==> config.mk <==
export PLATFORM = sky130hd
export DESIGN_NAME = id_ex_stage
export DESIGN_NICKNAME = d
export VERILOG_FILES = /design/src/rtl/id_ex_stage.sv
export SDC_FILE = /design/constraint.sdc
export NUM_CORES = 1
export LEC_CHECK = 0
export CORE_ASPECT_RATIO = 1.2
export CORE_MARGIN = 4
export CORE_UTILIZATION = 43
export DETAILED_ROUTE_END_ITERATION = 8
export PLACE_DENSITY = 0.95
export SLEW_MARGIN = 40
export SYNTH_ARGS = -nofsm -noshare
export SYNTH_HDL_FRONTEND = slang
export SYNTH_SLANG_ARGS = --single-unit
==> constraint.sdc <==
create_clock -name clk -period 6.6 [get_ports clk]
set_input_delay 0.66 -clock clk [delete_from_list [all_inputs] [get_ports clk]]
set_output_delay 0.66 -clock clk [all_outputs]
set_load 0.02 [all_outputs]
==> src/rtl/id_ex_stage.sv <==
// ID/EX pipeline register for the RV32 core: captures decoder controls and operands,
// inserts a bubble on load-use hazards, honours flush, and counts stall bubbles.
module id_ex_stage #(
  parameter int XLEN  = 32,
  parameter int CNT_W = 16
) (
  input  logic             clk,
  input  logic             reset,
  input  logic             id_valid,
  output logic             id_ready,
  input  logic [XLEN-1:0]  id_pc,
  input  logic [XLEN-1:0]  id_rs1_data,
  input  logic [XLEN-1:0]  id_rs2_data,
  input  logic [XLEN-1:0]  id_imm,
  input  logic [4:0]       id_rs1,
  input  logic [4:0]       id_rs2,
  input  logic [4:0]       id_rd,
  input  logic             id_mem_read,
  input  logic             id_mem_write,
  input  logic             id_branch,
  input  logic             id_reg_write,
  input  logic [1:0]       id_alu_op,
  input  logic [3:0]       id_alu_control,
  input  logic             flush,
  input  logic             ex_ready,
  output logic             ex_valid,
  output logic [XLEN-1:0]  ex_pc,
  output logic [XLEN-1:0]  ex_rs1_data,
  output logic [XLEN-1:0]  ex_rs2_data,
  output logic [XLEN-1:0]  ex_imm,
  output logic [4:0]       ex_rs1,
  output logic [4:0]       ex_rs2,
  output logic [4:0]       ex_rd,
  output logic             ex_mem_read,
  output logic             ex_mem_write,
  output logic             ex_branch,
  output logic             ex_reg_write,
  output logic [1:0]       ex_alu_op,
  output logic [3:0]       ex_alu_control,
  output logic             hazard_stall,
  output logic [CNT_W-1:0] stall_cnt
);

  // Control bundle: {mem_read, mem_write, branch, reg_write, alu_op, alu_control}
  logic             valid_q, valid_d;
  logic [9:0]       ctrl_q, ctrl_d;
  logic [XLEN-1:0]  pc_q, pc_d, rs1_data_q, rs1_data_d, rs2_data_q, rs2_data_d, imm_q, imm_d;
  logic [4:0]       rs1_q, rs1_d, rs2_q, rs2_d, rd_q, rd_d;
  logic [CNT_W-1:0] cnt_q, cnt_d;
  logic             load, uses_rs2;

  assign load     = ex_ready | ~valid_q;
  assign uses_rs2 = id_mem_write | id_branch | (id_alu_op == 2'b10);

  assign hazard_stall = valid_q & ctrl_q[9] & (rd_q != 5'd0) & id_valid &
                        ((rd_q == id_rs1) | (uses_rs2 & (rd_q == id_rs2)));
  assign id_ready     = flush | (load & ~hazard_stall);

  always_comb begin
    valid_d    = valid_q;
    ctrl_d     = ctrl_q;
    pc_d       = pc_q;
    rs1_data_d = rs1_data_q;
    rs2_data_d = rs2_data_q;
    imm_d      = imm_q;
    rs1_d      = rs1_q;
    rs2_d      = rs2_q;
    rd_d       = rd_q;
    cnt_d      = cnt_q;
    if (flush) begin
      valid_d = 1'b0;
      ctrl_d  = '0;
    end else if (load) begin
      if (id_valid & ~hazard_stall) begin
        valid_d    = 1'b1;
        ctrl_d     = {id_mem_read, id_mem_write, id_branch, id_reg_write, id_alu_op, id_alu_control};
        pc_d       = id_pc;
        rs1_data_d = id_rs1_data;
        rs2_data_d = id_rs2_data;
        imm_d      = id_imm;
        rs1_d      = id_rs1;
        rs2_d      = id_rs2;
        rd_d       = id_rd;
      end else begin
        // Bubble: kill controls but leave data/indices untouched
        valid_d = 1'b0;
        ctrl_d  = '0;
      end
      if (hazard_stall && (cnt_q != {CNT_W{1'b1}})) cnt_d = cnt_q + CNT_W'(1);
    end
  end

  always_ff @(posedge clk) begin
    if (reset) begin
      valid_q    <= 1'b0;
      ctrl_q     <= '0;
      pc_q       <= '0;
      rs1_data_q <= '0;
      rs2_data_q <= '0;
      imm_q      <= '0;
      rs1_q      <= '0;
      rs2_q      <= '0;
      rd_q       <= '0;
      cnt_q      <= '0;
    end else begin
      valid_q    <= valid_d;
      ctrl_q     <= ctrl_d;
      pc_q       <= pc_d;
      rs1_data_q <= rs1_data_d;
      rs2_data_q <= rs2_data_d;
      imm_q      <= imm_d;
      rs1_q      <= rs1_d;
      rs2_q      <= rs2_d;
      rd_q       <= rd_d;
      cnt_q      <= cnt_d;
    end
  end

  assign ex_valid       = valid_q;
  assign ex_mem_read    = ctrl_q[9];
  assign ex_mem_write   = ctrl_q[8];
  assign ex_branch      = ctrl_q[7];
  assign ex_reg_write   = ctrl_q[6];
  assign ex_alu_op      = ctrl_q[5:4];
  assign ex_alu_control = ctrl_q[3:0];
  assign ex_pc          = pc_q;
  assign ex_rs1_data    = rs1_data_q;
  assign ex_rs2_data    = rs2_data_q;
  assign ex_imm         = imm_q;
  assign ex_rs1         = rs1_q;
  assign ex_rs2         = rs2_q;
  assign ex_rd          = rd_q;
  assign stall_cnt      = cnt_q;

endmodule

==> impl_metrics.csv, run 1 <==
group,metric,value,unit
clock_network,tritoncts,"yes",
routing,dr.first_iter.drc_count,541,
floorplanning,fp.dieH,140,um
worst_setup_path,worstRegToRegCells,8,
grt,grt_max_degree,100,
finish,drive_gt1_frac,0.0444,
finish,seq_area,3400,sq um
grt,gr-usage-all-layers,0.238,
timing,drv_slew,0,
min_path,hold_class,"flip-flop to flip-flop",
floorplanning,coreArea,14400,sq um
clock_network,clockRootBuffer,"clkbuf_16",
routing,drc,0,
grt,antenna_found_initial,0,
min_path,whs_path_depth,2,
synth,synth_area_leaders,"dfxtp_1 54%, nand2_1 17%, a21oi_1 12%, buf_6 1.6%, a32o_1 1.6%",
worst_setup_path,worst_ep_arrival_time,3.13,ns
place,placed_cells,1223,
routing,wl_per_cell,16.2,um
synth,mappedNetlistArea,6280,sq um
pwr,max-vdd-ir-drop,0.169,mV
clock_network,insertion_delay,0.42,ns
synth,syn-num-nets,925,
synth,synth_warnings,0,
synth,yosysSeqAreaShare,0.542,
synth,synth_ff_type,"dfxtp_1",
routing,antenna_left,0,
routing,via_per_inst,5.10,
timing,final-setup-viol-count,0,
pwr,pwr_density_cell,233,nW/um^2
finish,most-common-layout-cells,"328 x clkdlybuf4s50_1, 289 x nand2_1, 170 x dfxtp_1",
grt,grt-ovfl-total,0,
finish,multi_input_area,2590,sq um
status,outcome,"complete, no violations",
worst_setup_path,critPathKind,"input port to output port",
timing,relSlewSlack,0.474,
pwr,p_leak,3.65,nW
finish,instances_no_fill,1255,
worst_setup_path,worstSetupStartpointType,"input port",
finish,syn_to_final_growth,60.7,%
place,place_hpwl,14800,um
clock_network,clkTransAtPathRegs,0.06,ns
routing,drt_wl_total,20300,um
timing,whs,0.453,ns
finish,final_common_cell,"clkdlybuf4s50_1",
routing,drtPass1Iterations,8,
clock_network,cts_num_sinks,170,
clock_network,holdBufCountCts,0,
timing,setup_ws,2.81,ns
clock_network,cts_max_path_buffers,2,
synth,ys_async_sr_fraction,0,
synth,netlist-cell-type-count,43,
synth,synth_edf_count,0,
floorplanning,dieArea,16600,sq um
synth,synth_seq_cells,170,
timing,fin_crit_sh,0.574,
timing,worst_pin_slew,0.789,ns
routing,num_vias,6402,
floorplanning,ios,330,
clock_network,numCtsBuffers,17,
grt,grt_pass1_wl,31800,um
timing,finClkSkew,0.00897,ns
clock_network,cts_resized,0,
place,post-place-ws,2.62,ns
grt,grt_pass1_vias,6278,
place,io_buffers,329,
floorplanning,rows,48,
timing,finalSetupTns,0,ns
clock_network,cts_setup_buffers,0,
floorplanning,fp.dieW,118,um
clock_network,ctsHtreeMaxLevel,4,
timing,period_minus_slack,3.79,ns
worst_setup_path,cp-end-kind,"output port",
finish,antenna_cells,0,
floorplanning,initial_utilization,0.438,
worst_setup_path,cp_max_fo,6,
worst_setup_path,worst-endpoint-required,5.94,ns
pwr,total_power,2.35,mW
place,routabilityCongestion,0.844,
synth,avgSynthCellArea,8.20,sq um
synth,synth_top_area_share,0.542,
timing,rsz0062_at_grt,"false",
flow_run,drv_cap,0,
synth,yosys.area.top_type,"dfxtp_1",
timing,fmax,264,MHz
synth,syn_inst,766,
finish,fill_cells,993,
timing,hold_viol_final,0,
finish,nets,1226,
worst_setup_path,r2r_slack,3.25,ns
-- cell type report --
cell class / instances / area share
Timing Repair Buffer: 335 / 0.330
Inverter: 3 / 0.00112
Clock buffer: 18 / 0.0435
Multi-Input combinational cell: 540 / 0.257
Clock inverter: 14 / 0.00942
Sequential cell: 170 / 0.337
Tap cell: 175 / 0.0217
-- state kept, by name, indices dropped and copies added, names as in the netlist --
register	count
ex_pc	32
ex_rd	5
ex_rs1_data	32
stall_cnt	16
ctrl_q	10
ex_rs2_data	32
ex_rs1	5
ex_rs2	5
ex_imm	32
ex_valid	1
-- where the power goes --
group,leakage [nW],switching [mW],total [mW],internal [mW]
Clock,0.271,0.416,0.908,0.492
Sequential,1.39,0.0234,1.09,1.07
Combinational,2.00,0.170,0.352,0.183
-- cell families after synthesis --
| kind of cell | after synthesis | share of synthesized area |
|---|---|---|
| AND/OR/NAND/NOR | 348 | 0.227 |
| AO/OA/AOI/OAI | 170 | 0.150 |
| flip-flops | 170 | 0.542 |
| buffers and inverters | 56 | 0.0486 |
| XOR/XNOR | 18 | 0.0251 |
| multiplexers | 3 | 0.00518 |
| adder cells (fa/ha/maj) | 1 | 0.00199 |
-- Yosys cell counts, types with 3 or more instances --
cell and n:
and4_1 3, and2_1 5, clkbuf_1 25, and3_1 4, nor4_1 6, xnor2_1 8
buf_2 16, xor2_1 10, nand4_1 3, a21oi_1 148, dfxtp_1 170, nor2_1 17
nand3_1 7, buf_6 9, nor2b_1 3, nand2_1 289, a32o_1 10, inv_1 3
-- routing by layer --
layer,part of all wire,GRT usage
met2,0.50,0.421
met4,0.033,0.108
met5,0,0
met3,0.096,0.0905
met1,0.37,0.251
-- final timing paths --
kind                               start                           end
setup reg to reg   ex_rd[4]$_SDFFE_PP0P_  ex_rs2_data[12]$_SDFFE_PP0P_
setup / recovery               id_rs2[4]                      id_ready
hold / removal    ex_pc[20]$_SDFFE_PP0P_        ex_pc[20]$_SDFFE_PP0P_
hold reg to reg   ex_pc[20]$_SDFFE_PP0P_        ex_pc[20]$_SDFFE_PP0P_
-- critical path: stages --
cell and delay [ns]:
clkdlybuf4s50_1 0.49, xor2_1 0.27, nor4_1 0.08, a22oi_1 0.54, or2_2 0.27, inv_1 0.06
o21bai_1 0.13, clkdlybuf4s50_1 0.62
-- through the flow --
step	util	cell area, sq um
after floorplan	-	6280
after CTS	0.704	10100
after global routing	0.704	10100
after global placement	0.665	9550
final	0.704	10100
after detailed placement	0.666	9560
No activity file was read; power rests on OpenSTA's default activity.
==> run 2: changes to the inputs <==
--- a/config.mk
+++ b/config.mk
@@ -7,9 +7,9 @@
 export LEC_CHECK = 0
 export CORE_ASPECT_RATIO = 1.2
 export CORE_MARGIN = 4
-export CORE_UTILIZATION = 43
+export CORE_UTILIZATION = 36
 export DETAILED_ROUTE_END_ITERATION = 8
-export PLACE_DENSITY = 0.95
+export PLACE_DENSITY = 0.87
 export SLEW_MARGIN = 40
 export SYNTH_ARGS = -nofsm -noshare
 export SYNTH_HDL_FRONTEND = slang
==> constraint.sdc (replaced) <==
create_clock -name clk -period 3.4 [get_ports clk]
set_input_delay 0.34 -clock clk [delete_from_list [all_inputs] [get_ports clk]]
set_output_delay 0.34 -clock clk [all_outputs]
set_load 0.02 [all_outputs]
==> run 2 against run 1 <==
  * Sequential power grew 94%
  * Combinational power rose by 99%
  * Routed wire length is 1.9% higher
  * First-iteration DRC count down 42%
  * Utilization fell by 9.9 points
==> impl_metrics.csv, run 2 (same netlist as run 1, synthesis figures left out) <==
group,metric,value,unit
status,outcome,"complete, no violations",
worst_setup_path,r2r-end,"stall_cnt[4]$_SDFFE_PP0P_",
floorplanning,ios,330,
worst_setup_path,worstSetupStartpointType,"flip-flop",
clock_network,insertion_delay,0.41,ns
grt,antenna_found_initial,0,
min_path,whs_path_depth,3,
finish,most-common-layout-cells,"328 x clkdlybuf4s50_1, 289 x nand2_1, 170 x dfxtp_1",
routing,via_per_inst,4.94,
timing,hold_viol_final,0,
place,io_buffers,329,
clock_network,cts_max_path_buffers,2,
floorplanning,coreArea,17000,sq um
worst_setup_path,worst-endpoint-required,3.06,ns
clock_network,holdBufCountCts,0,
worst_setup_path,critPathKind,"flip-flop to output port",
flow_run,drv_cap,0,
timing,worst_pin_slew,0.770,ns
timing,period_minus_slack,2.98,ns
worst_setup_path,r2r_start,"ex_rd[1]$_SDFFE_PP0P_",
routing,antenna_left,0,
worst_setup_path,slowest_delay,0.63,ns
routing,dr.first_iter.drc_count,312,
timing,finClkSkew,0.0138,ns
timing,finalSetupTns,0,ns
clock_network,cts_num_sinks,170,
grt,gr-usage-all-layers,0.203,
timing,final-setup-viol-count,0,
clock_network,numCtsBuffers,17,
grt,grt_max_degree,90,
timing,fin_crit_sh,0.877,
clock_network,tritoncts,"yes",
pwr,max-vdd-ir-drop,0.300,mV
clock_network,clkTransAtPathRegs,0.07,ns
grt,grt-ovfl-total,0,
worst_setup_path,r2r_slack,0.96,ns
floorplanning,rows,52,
clock_network,cts_resized,0,
worst_setup_path,worst_ep_arrival_time,2.64,ns
place,place_hpwl,15200,um
clock_network,clockRootBuffer,"clkbuf_16",
floorplanning,fp.dieW,129,um
min_path,hold_start,"reset",
floorplanning,dieArea,19600,sq um
place,routabilityCongestion,0.839,
grt,grt_pass1_vias,6316,
grt,grt_pass1_wl,32200,um
floorplanning,initial_utilization,0.370,
timing,drv_slew,0,
timing,relSlewSlack,0.487,
routing,drtPass1Iterations,5,
routing,wl_per_cell,16.0,um
worst_setup_path,cp-end-kind,"output port",
timing,rsz0062_at_grt,"false",
floorplanning,fp.dieH,153,um
min_path,hold_class,"input port to flip-flop",
min_path,hold_path_end,"ctrl_q[0]$_SDFFE_PP0N_",
worst_setup_path,worstRegToRegCells,7,
routing,drc,0,
finish,syn_to_final_growth,63.3,%
finish,drive_gt1_frac,0.0452,
finish,utilization,0.604,
timing,fmax,335,MHz
pwr,pwr_density_cell,458,nW/um^2
pwr,p_leak,3.69,nW
worst_setup_path,worst_path_max_delay_cell,"clkdlybuf4s50_1",
clock_network,ctsHtreeMaxLevel,4,
clock_network,cts_setup_buffers,0,
finish,nets,1229,
finish,final_common_cell,"clkdlybuf4s50_1",
finish,fill_cells,1442,
routing,num_vias,6421,
routing,drt_wl_total,20700,um
finish,antenna_cells,0,
worst_setup_path,cp_max_fo,6,
worst_setup_path,path_cells,"or4_1, o2111ai_2, or2_2, inv_1, o21bai_1, clkdlybuf4s50_1",
[run 2: layout make-up]
class,instances,area [sq um],share of cell area
inverters,3,11.3,0.00110
multi-input cells,540,2590,0.252
clock inverters,13,133,0.0129
well taps,216,270,0.0263
repair buffers,338,3410,0.333
flip-flops and latches,170,3400,0.332
clock buffers,19,443,0.0432
[run 2: stage by stage]
step	total power, mW	setup slack (ns)	area (sq um)	instances	hold WS, ns
5_1_grt	4.90	0.290	10300	1299	0.436
3_3_place_gp	2.85	0.485	9680	1267	0.441
3_5_place_dp	2.87	0.484	9690	1267	0.446
2_1_floorplan	2.46	1.20	6280	766	0.476
4_1_cts	4.75	0.362	10300	1299	0.423
6_report	4.70	0.419	10300	1299	0.442
[run 2: layer usage]
| layer | wire length (um) | up-vias | track usage |
|---|---|---|---|
| li1 | - | 3137 | - |
| met1 | 7680 | 2962 | 0.223 |
| met2 | 10500 | 282 | 0.358 |
| met3 | 1870 | 40 | 0.0631 |
| met4 | 714 | 0 | 0.0850 |
| met5 | 0 | - | 0 |
[run 2: worst max-delay path by stage]
stage | start | to | slack [ns]
final | ex_rd[1]$_SDFFE_PP0P_ | id_ready | 0.42
after global routing | ex_rd[1]$_SDFFE_PP0P_ | id_ready | 0.29
after CTS | ex_rd[1]$_SDFFE_PP0P_ | id_ready | 0.36
after detailed placement | id_rs1[1] | id_ready | 0.48
after global placement | id_rs1[1] | id_ready | 0.48
after floorplan | ex_rd[3]$_SDFFE_PP0P_ | stall_cnt[4]$_SDFFE_PP0P_ | 1.20
[run 2: power breakdown]
part           total [mW]  switching (mW)  internal, mW
Sequential           2.12          0.0450          2.07
Combinational       0.699           0.336         0.363
Clock                1.88           0.838          1.05
[run 2: critical path, delay by kind of cell (launching register included)]
family | cells | cell delay, ns
buffers and inverters | 2 | 0.70
AO/OA/AOI/OAI | 2 | 0.36
flip-flops | 1 | 0.40
AND/OR/NAND/NOR | 2 | 0.78
==> run 3: changes to the inputs <==
--- a/config.mk
+++ b/config.mk
@@ -8,9 +8,9 @@
 export CORE_ASPECT_RATIO = 1.2
 export CORE_MARGIN = 4
 export CORE_UTILIZATION = 36
+export CTS_CLUSTER_DIAMETER = 120
 export DETAILED_ROUTE_END_ITERATION = 8
 export PLACE_DENSITY = 0.87
-export SLEW_MARGIN = 40
 export SYNTH_ARGS = -nofsm -noshare
 export SYNTH_HDL_FRONTEND = slang
 export SYNTH_SLANG_ARGS = --single-unit
==> run 3 against run 2 <==
  * Utilization down 0.16 points
  * Setup slack worse by 0.0066 ns
  * Largest cell class unchanged
  * Sequential share of layout area up 0.089 points
  * Combinational power about the same
  * First-iteration DRC count up 18%
  * Critical path depth unchanged
  * Die area unchanged
  * Via count down 0.83%
  * Fmax down 0.22%
  * Global-route usage up 0.17 points
  * Power down 1.6%
==> impl_metrics.csv, run 3 (same netlist as run 1, synthesis figures left out) <==
group,metric,value,unit
status,outcome,"complete, no violations",
routing,wl_met3,1860,um
finish,final_common_cell,"clkdlybuf4s50_1",
clock_network,cts_num_sinks,170,
routing,antenna_left,0,
finish,drive_gt1_frac,0.0452,
clock_network,clkTransAtPathRegs,0.07,ns
routing,num_vias,6368,
clock_network,clockRootBuffer,"clkbuf_16",
timing,finalSetupTns,0,ns
routing,wl_per_cell,15.9,um
routing,met2_length,10500,um
timing,drv_slew,0,
timing,fin_crit_sh,0.879,
pwr,p_int,3.41,mW
clock_network,cts_setup_buffers,0,
routing,top_layer_used,"met4",
pwr,power.share.combinational,0.151,
timing,fmax,335,MHz
worst_setup_path,setup.worst_path.end,"id_ready",
finish,antenna_cells,0,
place,place_hpwl,15200,um
routing,drtPass1Iterations,5,
grt,gr-usage-all-layers,0.205,
min_path,hold_class,"input port to flip-flop",
timing,final-setup-viol-count,0,
worst_setup_path,cp-end-kind,"output port",
finish,postLayoutCellArea,10200,sq um
worst_setup_path,worst_ep_arrival_time,2.65,ns
routing,wl_met1,7780,um
grt,grt_max_degree,90,
worst_setup_path,critPathKind,"flip-flop to output port",
floorplanning,rows,52,
worst_setup_path,r2r-end,"stall_cnt[4]$_SDFFE_PP0P_",
finish,most-common-layout-cells,"328 x clkdlybuf4s50_1, 289 x nand2_1, 170 x dfxtp_1",
place,io_buffers,329,
routing,dr.first_iter.drc_count,367,
floorplanning,fp.dieW,129,um
grt,grt_pass1_vias,6251,
floorplanning,dieArea,19600,sq um
routing,drt_wl_total,20700,um
place,routabilityCongestion,0.839,
worst_setup_path,worstSetupStartpointType,"flip-flop",
clock_network,tritoncts,"yes",
finish,syn_to_final_growth,62.9,%
worst_setup_path,worstRegToRegCells,7,
worst_setup_path,critical_path.startpoint,"ex_rd[1]$_SDFFE_PP0P_",
worst_setup_path,worst-endpoint-required,3.06,ns
place,placed_cells,1267,
worst_setup_path,r2r_slack,0.93,ns
grt,grt_pass1_wl,32400,um
clock_network,numCtsBuffers,17,
timing,rsz0062_at_grt,"false",
pwr,p_leak,3.67,nW
pwr,seq_power_share,0.458,
clock_network,insertion_delay,0.42,ns
finish,instances_no_fill,1299,
timing,relSlewSlack,0.374,
pwr,pwr_density_cell,452,nW/um^2
grt,grt-ovfl-total,0,
worst_setup_path,r2r_start,"ex_rd[1]$_SDFFE_PP0P_",
timing,period_minus_slack,2.99,ns
finish,nets,1229,
grt,antenna_found_initial,0,
clock_network,holdBufCountCts,0,
finish,utilization,0.603,
routing,drc,0,
clock_network,cts_max_path_buffers,2,
pwr,power.share.clock,0.391,
clock_network,cts_resized,0,
timing,finClkSkew,0.00878,ns
worst_setup_path,cp_max_fo,6,
flow_run,drv_cap,0,
floorplanning,initial_utilization,0.370,
timing,worst_pin_slew,0.939,ns
clock_network,ctsHtreeMaxLevel,4,
floorplanning,ios,330,
place,placed_cell_area,9680,sq um
finish,fill_cells,1440,
pwr,switching_share,0.263,
timing,hold_viol_final,0,
floorplanning,fp.dieH,153,um
pwr,max-vdd-ir-drop,0.273,mV
pwr,power.net_switching,1.22,mW
routing,via_per_inst,4.90,
floorplanning,coreArea,17000,sq um
-- run 3: metrics by stage --
stage	setup slack [ns]	power, mW	hold WS, ns
after floorplan	1.20	2.46	0.476
after global placement	0.485	2.85	0.441
after detailed placement	0.483	2.87	0.445
after CTS	0.360	4.67	0.410
after global routing	0.268	4.83	0.427
final	0.412	4.63	0.432
-- run 3: layer usage --
layer | vias to the layer above | global-route usage
met5 | - | 0
li1 | 3133 | -
met4 | 0 | 0.0735
met3 | 38 | 0.0708
met2 | 289 | 0.358
met1 | 2908 | 0.228
-- run 3: area by class of cell --
type                    instances  area [sq um]  area share
multi-input cells             540          2590       0.253
inverters                       3          11.3     0.00110
repair buffers                338          3410       0.333
clock buffers                  19           443      0.0433
flip-flops and latches        170          3400       0.333
well taps                     216           270      0.0264
clock inverters                13           109      0.0106
-- run 3: worst min-delay path by stage --
stage | startpoint | cells after the start | end
finish | reset | 3 | ctrl_q[3]$_SDFFE_PP0N_
global placement | ex_pc[20]$_SDFFE_PP0P_ | 2 | ex_pc[20]$_SDFFE_PP0P_
floorplan | id_pc[6] | 2 | ex_pc[6]$_SDFFE_PP0P_
detailed placement | ex_rs1_data[15]$_SDFFE_PP0P_ | 2 | ex_rs1_data[15]$_SDFFE_PP0P_
global route | reset | 3 | ctrl_q[3]$_SDFFE_PP0N_
CTS | reset | 3 | ctrl_q[0]$_SDFFE_PP0N_
-- run 3: worst max-delay path: stages (launching register included) --
cell             delay [ns]
dfxtp_1                0.40
or4_1                  0.58
o2111ai_2              0.21
or2_2                  0.19
inv_1                  0.07
o21bai_1               0.15
clkdlybuf4s50_1        0.63
-- run 3: power by group through the flow --
stage,Clock [mW],Sequential [mW],Combinational [mW]
after floorplan,0,2.26,0.195
after global placement,0,2.16,0.693
after detailed placement,0,2.16,0.701
after CTS,1.85,2.12,0.704
after global routing,1.95,2.13,0.750
final,1.81,2.12,0.697
